File: src/rtl/timer_display_mux.sv
// Four-digit multiplexed common-anode 7-segment driver for an mm:ss countdown.
// Digits are snapshotted once per scan frame; outputs are registered and gated by a blink phase.
module timer_display_mux #(
   parameter int REFRESH_DIV   = 50000,
   parameter int BLINK_DIV     = 25000000,
   parameter bit BLANK_LEADING = 1'b1
) (
   input  logic       Clk,
   input  logic       reset,
   input  logic [7:0] Countmin,
   input  logic [7:0] Countsec,
   input  logic       blink_led,
   output logic [6:0] seg,
   output logic [3:0] an,
   output logic       dp
);

   localparam int RW = $clog2(REFRESH_DIV);
   localparam int BW = $clog2(BLINK_DIV);
   localparam logic [RW-1:0] REFRESH_LAST = RW'(REFRESH_DIV - 1);
   localparam logic [BW-1:0] BLINK_LAST   = BW'(BLINK_DIV - 1);
   localparam logic [6:0]    SEG_BLANK    = 7'h7F;
   localparam logic [6:0]    SEG_DASH     = 7'h3F;

   typedef enum logic {
      PHASE_OFF = 1'b0,
      PHASE_ON  = 1'b1
   } blink_phase_t;

   logic [RW-1:0] refresh_q, refresh_d;
   logic [1:0]    index_q, index_d;
   logic [BW-1:0] blink_cnt_q, blink_cnt_d;
   blink_phase_t  phase_q, phase_d;
   logic [15:0]   snap_q, snap_d;
   logic          blink_prev_q, blink_prev_d;
   logic          started_q, started_d;
   logic [6:0]    seg_q, seg_d;
   logic [3:0]    an_q, an_d;
   logic          dp_q, dp_d;
   logic          tick;
   logic [6:0]    digit_seg [4];

   function automatic logic [6:0] decode_bcd(input logic [3:0] nib);
      logic [6:0] s;
      case (nib)
         4'd0:    s = 7'h40;
         4'd1:    s = 7'h79;
         4'd2:    s = 7'h24;
         4'd3:    s = 7'h30;
         4'd4:    s = 7'h19;
         4'd5:    s = 7'h12;
         4'd6:    s = 7'h02;
         4'd7:    s = 7'h78;
         4'd8:    s = 7'h00;
         4'd9:    s = 7'h10;
         default: s = SEG_DASH;
      endcase
      return s;
   endfunction

   assign tick = (refresh_q == REFRESH_LAST);

   // Refresh scan, frame snapshot and blink phase next-state.
   always_comb begin
      refresh_d    = refresh_q;
      index_d      = index_q;
      snap_d       = snap_q;
      started_d    = started_q;
      blink_cnt_d  = blink_cnt_q;
      phase_d      = phase_q;
      blink_prev_d = blink_led;

      if (tick) begin
         refresh_d = '0;
         index_d   = index_q + 2'd1;
         started_d = 1'b1;
         if (index_q == 2'd3) begin
            snap_d = {Countmin, Countsec};
         end
      end else begin
         refresh_d = refresh_q + 1'b1;
      end

      if (!blink_led || !blink_prev_q) begin
         // Idle or freshly raised flag: restart the blink with the display lit.
         blink_cnt_d = '0;
         phase_d     = PHASE_ON;
      end else if (blink_cnt_q == BLINK_LAST) begin
         blink_cnt_d = '0;
         phase_d     = (phase_q == PHASE_ON) ? PHASE_OFF : PHASE_ON;
      end else begin
         blink_cnt_d = blink_cnt_q + 1'b1;
      end
   end

   // Decode from the next snapshot so digit 0 of a new frame sees the value captured on this edge.
   genvar gi;
   generate
      for (gi = 0; gi < 4; gi++) begin : g_decode
         logic [3:0] nibble;
         assign nibble = snap_d[gi*4 +: 4];
         if (gi == 3) begin : g_lead
            assign digit_seg[gi] = (BLANK_LEADING && (nibble == 4'h0)) ? SEG_BLANK
                                                                        : decode_bcd(nibble);
         end else begin : g_plain
            assign digit_seg[gi] = decode_bcd(nibble);
         end
      end
   endgenerate

   always_comb begin
      seg_d = SEG_BLANK;
      an_d  = 4'hF;
      dp_d  = 1'b1;
      if (started_d && (phase_d == PHASE_ON)) begin
         seg_d = digit_seg[index_d];
         an_d  = ~(4'b0001 << index_d);
         dp_d  = (index_d != 2'd2);
      end
   end

   always_ff @(posedge Clk or posedge reset) begin
      if (reset) begin
         refresh_q    <= '0;
         index_q      <= 2'd3;
         blink_cnt_q  <= '0;
         phase_q      <= PHASE_ON;
         snap_q       <= 16'h0000;
         blink_prev_q <= 1'b0;
         started_q    <= 1'b0;
         seg_q        <= SEG_BLANK;
         an_q         <= 4'hF;
         dp_q         <= 1'b1;
      end else begin
         refresh_q    <= refresh_d;
         index_q      <= index_d;
         blink_cnt_q  <= blink_cnt_d;
         phase_q      <= phase_d;
         snap_q       <= snap_d;
         blink_prev_q <= blink_prev_d;
         started_q    <= started_d;
         seg_q        <= seg_d;
         an_q         <= an_d;
         dp_q         <= dp_d;
      end
   end

   assign seg = seg_q;
   assign an  = an_q;
   assign dp  = dp_q;

endmodule

File: config.mk
export PLATFORM = sky130hd
export DESIGN_NAME = timer_display_mux
export DESIGN_NICKNAME = d
export VERILOG_FILES = /design/src/rtl/timer_display_mux.sv
export SDC_FILE = /design/constraint.sdc
export NUM_CORES = 1
export LEC_CHECK = 0
export ABC_AREA = 1
export ABC_CLOCK_PERIOD_IN_PS = 5100
export CORE_MARGIN = 2
export CORE_UTILIZATION = 60
export CTS_BUF_LIST = sky130_fd_sc_hd__clkbuf_8
export DETAILED_ROUTE_END_ITERATION = 10
export PLACE_DENSITY = 0.85
export SETUP_SLACK_MARGIN = 0.5
export SYNTH_ARGS = -nofsm -noshare
export SYNTH_HDL_FRONTEND = slang
export SYNTH_SLANG_ARGS = --single-unit
File: constraint.sdc
create_clock -name Clk -period 5.1 [get_ports Clk]
set_input_delay 1.02 -clock Clk [delete_from_list [all_inputs] [get_ports Clk]]
set_output_delay 1.02 -clock Clk [all_outputs]
set_load 0.01 [all_outputs]
==> metrics list <==
* Run status: finished clean
- The netlist uses 42 different library cells.
- Measured along the x axis, the die boundary spans 91.5 um.
* CP startpoint kind: flip-flop
- Sum of routed wire segments on met1: 4150 um
- The cell count after synthesis came out at 627.
- Sequential Area: 0.00184 mm^2
- For this configuration, the core starts out at a cell density of 0.627.
- Counting along the longest clock path gives a buffer depth of 2.
- The clock drives 73 sinks.
* Crit-path max FO: 24
- In this run the most critical hold path is launched from refresh_q[0].
- Metal3 WL: 470 um
- Input and output buffers added on the ports amount to 30.
- CTS root buffer: sky130_fd_sc_hd__clkbuf_8
* Overall track demand over capacity in global routing: 0.263
* Crit path launch: index_q[0]
- Of the total synthesized cell area, the portion taken by XOR and XNOR cells is 0.0153.
* Die height: 91.5 um
* Vias in the first global route: 4117
* Total leakage power: 2.56 nW
- Tmin final: 2.97 ns
* Top-level I/O count: 31
- The worst register-to-register path begins at index_q[0].
* RSZ-0062 raised after global routing: no
* TritonCTS clock tree: done
* Final worst-path cycle share: 0.582
- Layout net count: 695
* Total number of yosys warnings: 0
- Wire length on met2: 5200 um
- The library cell used most frequently in the layout, excluding fill and tap cells, is sky130_fd_sc_hd__nand2_1.
- Number of search-and-repair iterations in the first detailed-routing pass: 7
- Cell area after synthesis: 0.00459 mm^2
- The largest individual stage delay along the critical path comes from the cell sky130_fd_sc_hd__ha_1.
* Flip-flop cell with the highest count after synthesis: sky130_fd_sc_hd__dfrtp_1
- In this run, post-CTS hold repair placed 0 buffers.
- Area of the die: 0.00837 mm^2
* Global placement routability congestion: 0.910
- Sequence of cells on the critical path: ha_1, inv_1, nand2_1, nand2_1, nand3_1, nand2_1, inv_1, ha_1, inv_1, nor2_1, nand2_1, nand2_2, inv_2, nand2_1, nand2_1, nand2_1, clkinv_1, nand2_1
- Flip-flop and latch count after synthesis: 73
- Worst slew margin relative to its limit: 0.369
- The number of antenna violations at the first check in global routing came to 0.
- Setup TNS after final layout: 0 ns
* Most used cells in the layout excluding fill and tap cells: sky130_fd_sc_hd__nand2_1, sky130_fd_sc_hd__inv_1, sky130_fd_sc_hd__nor2_1
* Clk_lat worst skew: 0.35 ns
- Cell with the most instances on the worst path: sky130_fd_sc_hd__nand2_1
* Syn-to-layout area delta: 12.6%
* Vias per cell: 5.44
- Max cap viols: 0
- Buf/Inv on CP: 5
- PwrDens: 211 mW/mm^2
* Required @ worst endpoint: 5.39 ns
* Crit path DAT: 3.26 ns
- Resized Gates After CTS: 0
* Share of layout cells above drive strength 1: 0.135
- Uppermost layer routed: met4
* Antenna Violating Nets Remaining: 0
- Kind of end point of the critical path: flip-flop
- The first routing iteration left 229 violations.
* Post-Syn Nets: 661
* Core Area: 0.00733 mm^2
- Fill cells in the final layout number 576.
- Summing over every cut layer, the via total after detailed routing is 4159.
* Row count: 31
- The critical path is of the flip-flop to flip-flop type.
* DR WL/cell: 13.4 um
- After clock tree synthesis, the clock-pin slew on the worst setup and hold paths is 0.08 ns.
- Between clock sinks in the finished design, the worst skew comes to 0.0169 ns.
- 0 antenna diodes ended up in the layout.
- Count of endpoints failing hold in the final timing report: 0
- Adder-Cell Fraction of Synth Area: 0.0409
- Slew at the pin closest to its max-slew limit: 0.946 ns
* Number of enable flip-flop cells after synthesis: 0
* Sum of routed wire length over all layers: 10300 um
* Post-placement worst setup slack: 2.14 ns
- Of the total synthesized cell area, the portion taken by AND, OR, NAND and NOR gates is 0.369.
- Total of endpoints with negative setup slack in the final report: 0
* Deepest level of the CTS H-tree: 3
- Combined area of the multi-input logic cells: 0.00232 mm^2
* Mux cell area share after synthesis: 0.00654
- The total count of max-transition violations in the final report came to 0.
* Residual DRC: 0
- Postcts setup bufs: 0
- Classification of the worst-slack hold path: flip-flop to flip-flop
- Summed over all layers, the global routing overflow is 0.
- Of the synthesized area, sequential elements account for 0.402.
- Pin count of the biggest net entering global routing: 46
- Compound-gate portion of the synthesized area: 0.0741
* Longest individual stage delay on the worst path: 0.71 ns
* Post-detailed-placement half-perimeter wirelength: 7690 um
* Final setup slack of the worst path: 2.13 ns
- Average cell area after synthesis: 7.33 um^2
* Cell family with the largest share of critical-path delay: adder cells
- By area, the combinational part of the netlist is dominated by simple AND/OR/NAND/NOR gates.
* Async set-or-reset flop fraction in the synthesized netlist: 1.00
* Number of buffers created by CTS: 9
- Achievable Freq: 337 MHz
- Across the VDD grid, the largest voltage drop is 0.000140 V.
- The first global-routing pass estimated 17800 um of wire.
-- through the flow --
step / hold WS [ns] / util / instances / power (mW) / cell area, um^2
floorplan: 0.426 / - / 627 / 0.605 / 4590
global placement: 0.444 / 0.677 / 749 / 0.626 / 4960
detailed placement: 0.460 / 0.677 / 749 / 0.626 / 4960
CTS: 0.471 / 0.705 / 765 / 1.10 / 5170
global route: 0.493 / 0.705 / 765 / 1.13 / 5170
finish: 0.470 / 0.705 / 765 / 1.09 / 5170
-- per-layer routing --
| layer | global-route usage | vias up |
|---|---|---|
| met4 | 0.136 | 0 |
| met1 | 0.296 | 1957 |
| met3 | 0.0598 | 38 |
| li1 | - | 2043 |
| met2 | 0.462 | 121 |
| met5 | 0 | - |
-- cell type report --
class                           instances  share of cell area
Clock buffer                           12              0.0319
Inverter                               93              0.0682
Clock inverter                          4             0.00871
Tap cell                               99              0.0240
Sequential cell                        73               0.357
Multi-Input combinational cell        452               0.450
Timing Repair Buffer                   32              0.0610
-- synthesized netlist by cell type, drive strengths merged, types with 2 or more instances --
cell type  count  share of area
nand3         47          0.053
nor4           5         0.0068
a21oi         22          0.024
nand3b         4         0.0082
nor2          78          0.077
nand4          6         0.0082
o21a           2         0.0033
dfstp         14          0.080
mux2i          3         0.0065
o21ai         28          0.035
nor3b          4         0.0065
buf            9          0.016
nor3          15          0.016
xor2           5         0.0095
inv           89          0.073
ha            15          0.041
xnor2          3         0.0057
or2            2         0.0027
clkinv         4         0.0035
dfrtp         59           0.32
a31oi          4         0.0054
nand2        203           0.19
-- registers in the layout, summed over array words and instances, names as in the netlist --
| register | cells |
|---|---|
| started_q | 1 |
| snap_q | 16 |
| blink_cnt_q | 25 |
| seg | 7 |
| refresh_q | 16 |
| an | 4 |
| phase_q | 1 |
| index_q | 2 |
| blink_prev_q | 1 |
-- power by group --
part | switching (mW) | leakage [nW] | internal (mW) | total [mW]
sequential | 0.000668 | 0.891 | 0.580 | 0.581
combinational | 0.0191 | 1.56 | 0.0146 | 0.0338
clock | 0.215 | 0.111 | 0.263 | 0.478
total | 0.235 | 2.56 | 0.858 | 1.09
-- cells by family (layout without fill, tap and decap cells) --
group	after synthesis	in the layout
buf+inv	102	141
fa+ha+maj	15	15
flops	73	73
mux	3	3
simple gates	366	366
xor+xnor	8	8
compound gates	60	60
-- path summary, 6_finish.rpt --
check | endpoint | slack (ns) | cells after the start
max in group asynchronous | phase_q | 2.92 | 3
setup reg to reg | seg[3] | 2.13 | 18
hold reg to reg | refresh_q[0] | 0.47 | 1
hold / removal | refresh_q[0] | 0.47 | 1
setup / recovery | seg[3] | 2.13 | 18
min in group asynchronous | blink_cnt_q[12] | 1.20 | 2
-- worst register-to-register path, delay by kind of cell (launching register included) --
kind	cells	cell delay [ns]
and+or+nand+nor	11	0.88
adders and majority gates	2	0.90
DFF	1	0.57
buffers and inverters	5	0.57
(Power assumes the default switching activity.)
